==> config.mk <==
export PLATFORM = sky130hd
export DESIGN_NAME = fifo_stream_adapter
export DESIGN_NICKNAME = d
export VERILOG_FILES = /design/src/rtl/fifo_stream_adapter.sv
export SDC_FILE = /design/constraint.sdc
export NUM_CORES = 1
export LEC_CHECK = 0
export ABC_AREA = 1
export CORE_MARGIN = 10
export CORE_UTILIZATION = 46
export CTS_BUF_LIST = sky130_fd_sc_hd__clkbuf_8
export DETAILED_ROUTE_END_ITERATION = 8
export HOLD_SLACK_MARGIN = 0.15
export PLACE_DENSITY = 0.79
export SLEW_MARGIN = 20
export SYNTH_ARGS = -nofsm -noshare
export SYNTH_HDL_FRONTEND = slang
export SYNTH_SLANG_ARGS = --single-unit
==> constraint.sdc <==
create_clock -name clk -period 2.35 [get_ports clk]
set_input_delay 0.705 -clock clk [delete_from_list [all_inputs] [get_ports clk]]
set_output_delay 0.705 -clock clk [all_outputs]
set_load 0.05 [all_outputs]
==> src/rtl/fifo_stream_adapter.sv <==
// fifo_stream_adapter
//   Bridges a first-word-fall-through-less FIFO read port (data one cycle
//   after rd_en) to a valid/ready output stream. A 2-entry in-order buffer
//   plus one in-flight flag lets the adapter issue pops ahead of demand and
//   sustain one beat per cycle while never overrunning its own storage.
//
//   Optional feature: define FIFO_STREAM_RD_CNT_EN to enable the rd_cnt
//   beat counter; otherwise rd_cnt is tied to zero.
//
// Ports
//   clk      : clock, all state changes on the rising edge
//   rst      : asynchronous, active-high reset
//   empty    : FIFO empty flag
//   data_out : FIFO read data, valid the cycle after an accepted rd_en
//   rd_en    : FIFO pop request
//   flush    : synchronous discard of buffered and in-flight words
//   m_valid  : output stream word valid (registered)
//   m_data   : output stream word (registered buffer head)
//   m_ready  : downstream accept
//   rd_cnt   : completed-beat counter (zero unless FIFO_STREAM_RD_CNT_EN)
module fifo_stream_adapter #(
    parameter int FIFO_WIDTH = 32
) (
    input  logic                  clk,
    input  logic                  rst,
    input  logic                  empty,
    input  logic [FIFO_WIDTH-1:0] data_out,
    output logic                  rd_en,
    input  logic                  flush,
    output logic                  m_valid,
    output logic [FIFO_WIDTH-1:0] m_data,
    input  logic                  m_ready,
    output logic [15:0]           rd_cnt
);

    typedef enum logic [1:0] {
        EMPTY = 2'd0,
        ONE   = 2'd1,
        TWO   = 2'd2
    } occ_t;

    occ_t                  occ;
    logic                  inflight;
    logic [FIFO_WIDTH-1:0] tail;

    logic                  beat;
    logic                  capture;
    logic [1:0]            total;
    logic                  credit;

    // Credit: buffered + in-flight words may never exceed two after an edge.
    // At exactly two, a pop is only safe when a beat frees a slot this edge.
    always_comb begin
        beat    = m_valid && m_ready;
        capture = inflight;
        total   = 2'(occ) + {1'b0, inflight};
        credit  = (total < 2'd2) || ((total == 2'd2) && beat);
        rd_en   = !empty && !flush && !rst && credit;
    end

    // m_data is the buffer head; tail holds the second entry when occ == TWO.
    always_ff @(posedge clk or posedge rst) begin
        if (rst) begin
            occ      <= EMPTY;
            inflight <= 1'b0;
            m_valid  <= 1'b0;
            m_data   <= '0;
            tail     <= '0;
        end else begin
            inflight <= rd_en;
            if (flush) begin
                occ     <= EMPTY;
                m_valid <= 1'b0;
            end else begin
                case (occ)
                    EMPTY: begin
                        if (capture) begin
                            m_data  <= data_out;
                            occ     <= ONE;
                            m_valid <= 1'b1;
                        end
                    end
                    ONE: begin
                        if (beat && capture) begin
                            m_data <= data_out;
                        end else if (beat) begin
                            occ     <= EMPTY;
                            m_valid <= 1'b0;
                        end else if (capture) begin
                            tail <= data_out;
                            occ  <= TWO;
                        end
                    end
                    TWO: begin
                        // Capture without a beat cannot occur here: the
                        // credit rule withheld the pop that would feed it.
                        if (beat) begin
                            m_data <= tail;
                            if (capture) begin
                                tail <= data_out;
                            end else begin
                                occ <= ONE;
                            end
                        end
                    end
                    default: begin
                        occ     <= EMPTY;
                        m_valid <= 1'b0;
                    end
                endcase
            end
        end
    end

`ifdef FIFO_STREAM_RD_CNT_EN
    // Counts every completed beat, including one coincident with flush.
    always_ff @(posedge clk or posedge rst) begin
        if (rst) begin
            rd_cnt <= '0;
        end else if (beat) begin
            rd_cnt <= rd_cnt + 16'd1;
        end
    end
`else
    assign rd_cnt = '0;
`endif

endmodule

## Yosys cells after proc, flatten, opt, wreduce, memory -nomap -nowiden

Index checks and enable logic that the tools add are counted.

- Reduce and logical (&&, ||, !) cells: 17
- $add $sub $neg: 1
- $lt $le $gt $ge: 1
- Multiplexer cells: 22
- Eq/ne operators: 15
- Bitwise gates (word level): 1

Operators by type and width:

| kind | number |
|---|---|
| $mux W32 | 7 |
| $pmux W32 S3 | 1 |
| $pmux W32 S2 | 1 |
| $ne A3 B3 Y1 const B | 5 |
| $reduce_and A5 Y1 | 3 |
| $mux W2 | 7 |
| $ne A2 B2 Y1 const B | 6 |
| $logic_and A1 B1 Y1 | 6 |
| $pmux W2 S3 | 1 |
| $eq A2 B2 Y1 const B | 2 |
| $mux W1 | 4 |
| $ne A4 B4 Y1 const B | 1 |
| $reduce_and A4 Y1 | 1 |
| $logic_not A1 Y1 | 3 |
| $pmux W1 S3 | 1 |
| $reduce_bool A3 Y1 | 1 |
| $add A2 B1 Y2 | 1 |
| $eq A2 B1 Y1 const B | 1 |
| $logic_not A2 Y1 | 1 |
| $lt A2 B2 Y1 const B | 1 |
| $reduce_bool A2 Y1 | 1 |
| $logic_or A1 B1 Y1 | 1 |
| $not A1 Y1 | 1 |

- Word-level logic and storage cells: 62
- Bits in registers: 68

## Longest topological paths before layout

- Word-level depth: 5
- Mapped depth: 8
- Gate-level depth less buffers: 7

## Least setup slack after synthesis

Ideal clock, no wire load.

- Path type: register -> output
- From: reg m_valid
- To: out rd_en
- Path buffers: 0
- Slack: 0.233 ns
- Data arrival time: 1.412 ns
- Cell stages (with the launch flop): 4
- Required time: 1.645 ns
- Cell sequence: dfrtp_1 -> nand2_1 -> nor2_1 -> o21a_1

- Word-level cells in the longest chain between the ends: 4

Ends and longest elaborated chain:

| item | line | source |
|---|---|---|
| start, declared | 30 | `output logic m_valid,` |
| start signal, assigned | 66 | `m_valid <= 1'b0;` |
| start signal, assigned | 73 | `m_valid <= 1'b0;` |
| start signal, assigned | 80 | `m_valid <= 1'b1;` |
| $logic_and A1 B1 Y1 | 54 | `beat = m_valid && m_ready;` |
| $logic_and A1 B1 Y1 | 57 | `credit = (total < 2'd2) \|\| ((total == 2'd2) && beat);` |
| $logic_or A1 B1 Y1 | 57 |  |
| $logic_and A1 B1 Y1 | 58 | `rd_en = !empty && !flush && !rst && credit;` |
| end, declared | 28 | `output logic rd_en,` |

Every way passes these cells.

## Final worst setup path

- From: reg m_valid
- To: out m_valid

No word-level cell between the ends.

==> impl_metrics.csv <==
group,metric,value,unit
synthesis,synth_seq_cells,68,
placed_design,port-buffer-count,70,
clocking,cts_buffers,9,
die,die_area,11100,sq um
critical_path,r2r_slack,0.42,ns
layout,final_area,4380,sq um
timing,setup_viol,0,
grt,grt_pass1_vias,2928,
timing,min_period,2.25,ns
synthesis,yosysWarnings,0,
clocking,cts_tree,"done",
power_and_ir_drop,p_leak,2.27,nW
clocking,hold_buffers,0,
clocking,clk_pin_slew_worst_paths,0.07,ns
grt,grt_pass1_wl,13800,microns
critical_path,worst_path_largest_cell_delay,0.82,ns
detailed_routing,dr_total_vias,2867,
timing,slew_violations,0,
layout,finish.utilization,61.0,%
critical_path,crit_path_end_kind,"primary output",
layout,area_growth_syn_to_layout,30.6,%
power_and_ir_drop,cellPowerDensity,1310,nW/um^2
timing,timing.slew.headroom,65.9,%
die,die_height,105,microns
synthesis,synth_area_leaders,"dfrtp_1, nand2_1, nand4_1, o21ai_0, o21ai_1",
critical_path,cp_max_fo,4,
die,die_w,105,microns
detailed_routing,first_pass_iters,4,
critical_path,path_class,"reg -> out",
grt,overflow,0,
synthesis,synth_area,3350,sq um
critical_path,reg2reg_depth,11,
die,start_util,46.7,%
detailed_routing,detail_route.wl_per_cell,13.5,microns
grt,grt_usage,15.0,%
die,row_count,31,
detailed_routing,drc,0,
critical_path,reg2reg_to,"tail[17]",
critical_path,r2r_start,"m_valid",
critical_path,cp.required,1.64,ns
placed_design,place.gp.congestion,0.844,
synthesis,yosysUniqueCellTypes,24,
grt,grt_max_degree,69,
critical_path,path_depth,1,
placed_design,post_dp_cell_area,4140,sq um
synthesis,yosysTopAreaCellShare,50.8,%
critical_path,crit_family,"buffers and inverters",
detailed_routing,drt_iter0_markers,139,
placed_design,place_inst,574,
timing,fin_skew,0.00647,ns
timing,max_freq,443,MHz
synthesis,synth_area_leader_cell,"dfrtp_1",
detailed_routing,vias_per_cell,4.83,
hold_path,min_path_type,"reg -> reg",
timing,layout_setup_ws,0.0951,ns
die,core_area,7180,sq um
critical_path,slowest_stage,"clkdlybuf4s50_1",
timing,hold_viol,0,
critical_path,path_cells,"clkdlybuf4s50_1",
placed_design,hpwl,5550,microns
power_and_ir_drop,ir_drop,0.697,mV
critical_path,worst-path-buf-inv,1,
timing,setup_tns,0,ns
clocking,htree_num_levels,3,
grt,antenna_found_initial,0,
timing,fin_crit_sh,96.0,%
synthesis,synth_area_per_cell,8.02,sq um
critical_path,worst_setup_path_start_kind,"flop",
layout,fin_cells,594,
critical_path,arrival,1.55,ns
layout,nets,528,
layout,final_layout_size_suffix_gt1_share,9.29,%
clocking,clock-root-buffer,"clkbuf_8",
flow_run,drv_cap,0,
detailed_routing,ant_nets,0,
critical_path,crit_path_end,"m_valid",
synthesis,synthCells,418,
clocking,clk_latency,0.35,ns
detailed_routing,wirelength,8040,microns
layout,diodes,0,
timing,rsz0062_at_grt,"false",
run_status,status,"finished, final reports clean",
placed_design,dp_slack,-0.0678,ns
timing,worst_slew_pin_slew,0.510,ns
synthesis,yosysSeqAreaShare,50.8,%
clocking,clkSinkCount,68,
die,ioPinCount,87,
clocking,clk_path_buf_depth,2,
critical_path,crit_start,"m_valid",
[final cells by class]
class                           count  area (sq um)
Fill cell                         632          2800
Sequential cell                    68          1700
Multi-Input combinational cell    285          1310
Timing Repair Buffer               87           887
Clock buffer                       11           151
Inverter                           39           150
Tap cell                           99           124
Clock inverter                      5          51.3
[synthesized netlist by cell type]
master,instances
nand3_4,1
nand2_1,141
nor2_4,1
o21ai_0,34
nand4_1,33
inv_1,36
xnor2_1,1
nor2_2,2
inv_2,3
o21ai_1,32
nor2_1,10
ha_1,1
a21oi_1,1
buf_2,19
o21a_1,1
nand2_2,3
nor3_1,1
buf_4,16
dfrtp_1,68
conb_1,1
clkbuf_1,3
nand3_1,6
buf_6,3
a21boi_0,1
[how the worst min path moves through the flow]
stage | start | endpoint | cells past startpoint
5_1_grt | tail[4] | tail[4] | 2
3_5_place_dp | tail[8] | tail[8] | 2
2_1_floorplan | tail[0] | tail[0] | 2
4_1_cts | tail[18] | tail[18] | 2
3_3_place_gp | tail[16] | tail[16] | 2
6_report | tail[18] | tail[18] | 2
[placed cells by master (no fill, tap or decap)]
master,n
a21boi_0,1
a21oi_1,1
buf_12,5
buf_4,13
bufinv_16,1
clkbuf_8,11
clkdlybuf4s50_1,65
clkinv_2,2
clkinvlp_4,2
conb_1,16
dfrtp_1,67
dfrtp_2,1
dlygate4sd2_1,3
dlymetal6s2s_1,1
ha_1,1
inv_1,36
inv_2,3
nand2_1,141
nand2_2,3
nand3_1,6
nand3_4,1
nand4_1,33
nor2_1,10
nor2_2,1
nor2_4,2
nor3_2,1
o21a_1,1
o21ai_0,34
o21ai_1,32
xnor2_1,1
[tightest hold or removal path, stage by stage, from the launching register on]
cell and delay (ns):
dfrtp_1 0.34, nand2_1 0.05, nand2_1 0.05
[cells by family (layout without fill, tap and decap cells)]
| logic type | count (synthesis) | count (layout) | synth area share, % |
|---|---|---|---|
| buf+inv | 80 | 142 | 12.1 |
| other cells | 1 | 16 | 0.112 |
| simple gates | 198 | 198 | 25.9 |
| xor+xnor | 1 | 1 | 0.261 |
| compound gates | 69 | 69 | 10.5 |
| fa+ha+maj | 1 | 1 | 0.373 |
| flops | 68 | 68 | 50.8 |
[routing by layer]
metal  global-route usage, %  routed length [microns]  up-vias
li1                        -                        -     1467
met1                    17.5                     3430     1315
met2                    24.7                     3910       70
met3                    4.81                      549       15
met4                    7.06                      148        0
met5                       0                        0        -
[where the power goes]
part	leakage (nW)	internal (mW)	switching [mW]	total, mW
clock	0.107	0.541	0.443	0.984
combinational	1.29	0.909	1.86	2.77
sequential	0.873	1.68	0.278	1.96
[stage by stage]
stage                     hold WS [ns]  power, mW
after global routing             0.492       6.12
after floorplan                  0.437       3.87
after CTS                        0.471       5.77
after global placement           0.448       4.69
final                            0.466       5.71
after detailed placement         0.453       4.77
[sequential cells by signal (all words and copies together), names as in the netlist]
signal / cells
tail: 32
m_data: 32
occ: 2
capture: 1
m_valid: 1
[timing repair]
item / 4_1_cts / 5_1_grt
endpoints found under the setup margin: 1 / 1
resized for setup: 4 / 2
pin swaps: 3 / 1
setup buffers: 3 / 1
Note: power is estimated with default switching activity, not from simulation.
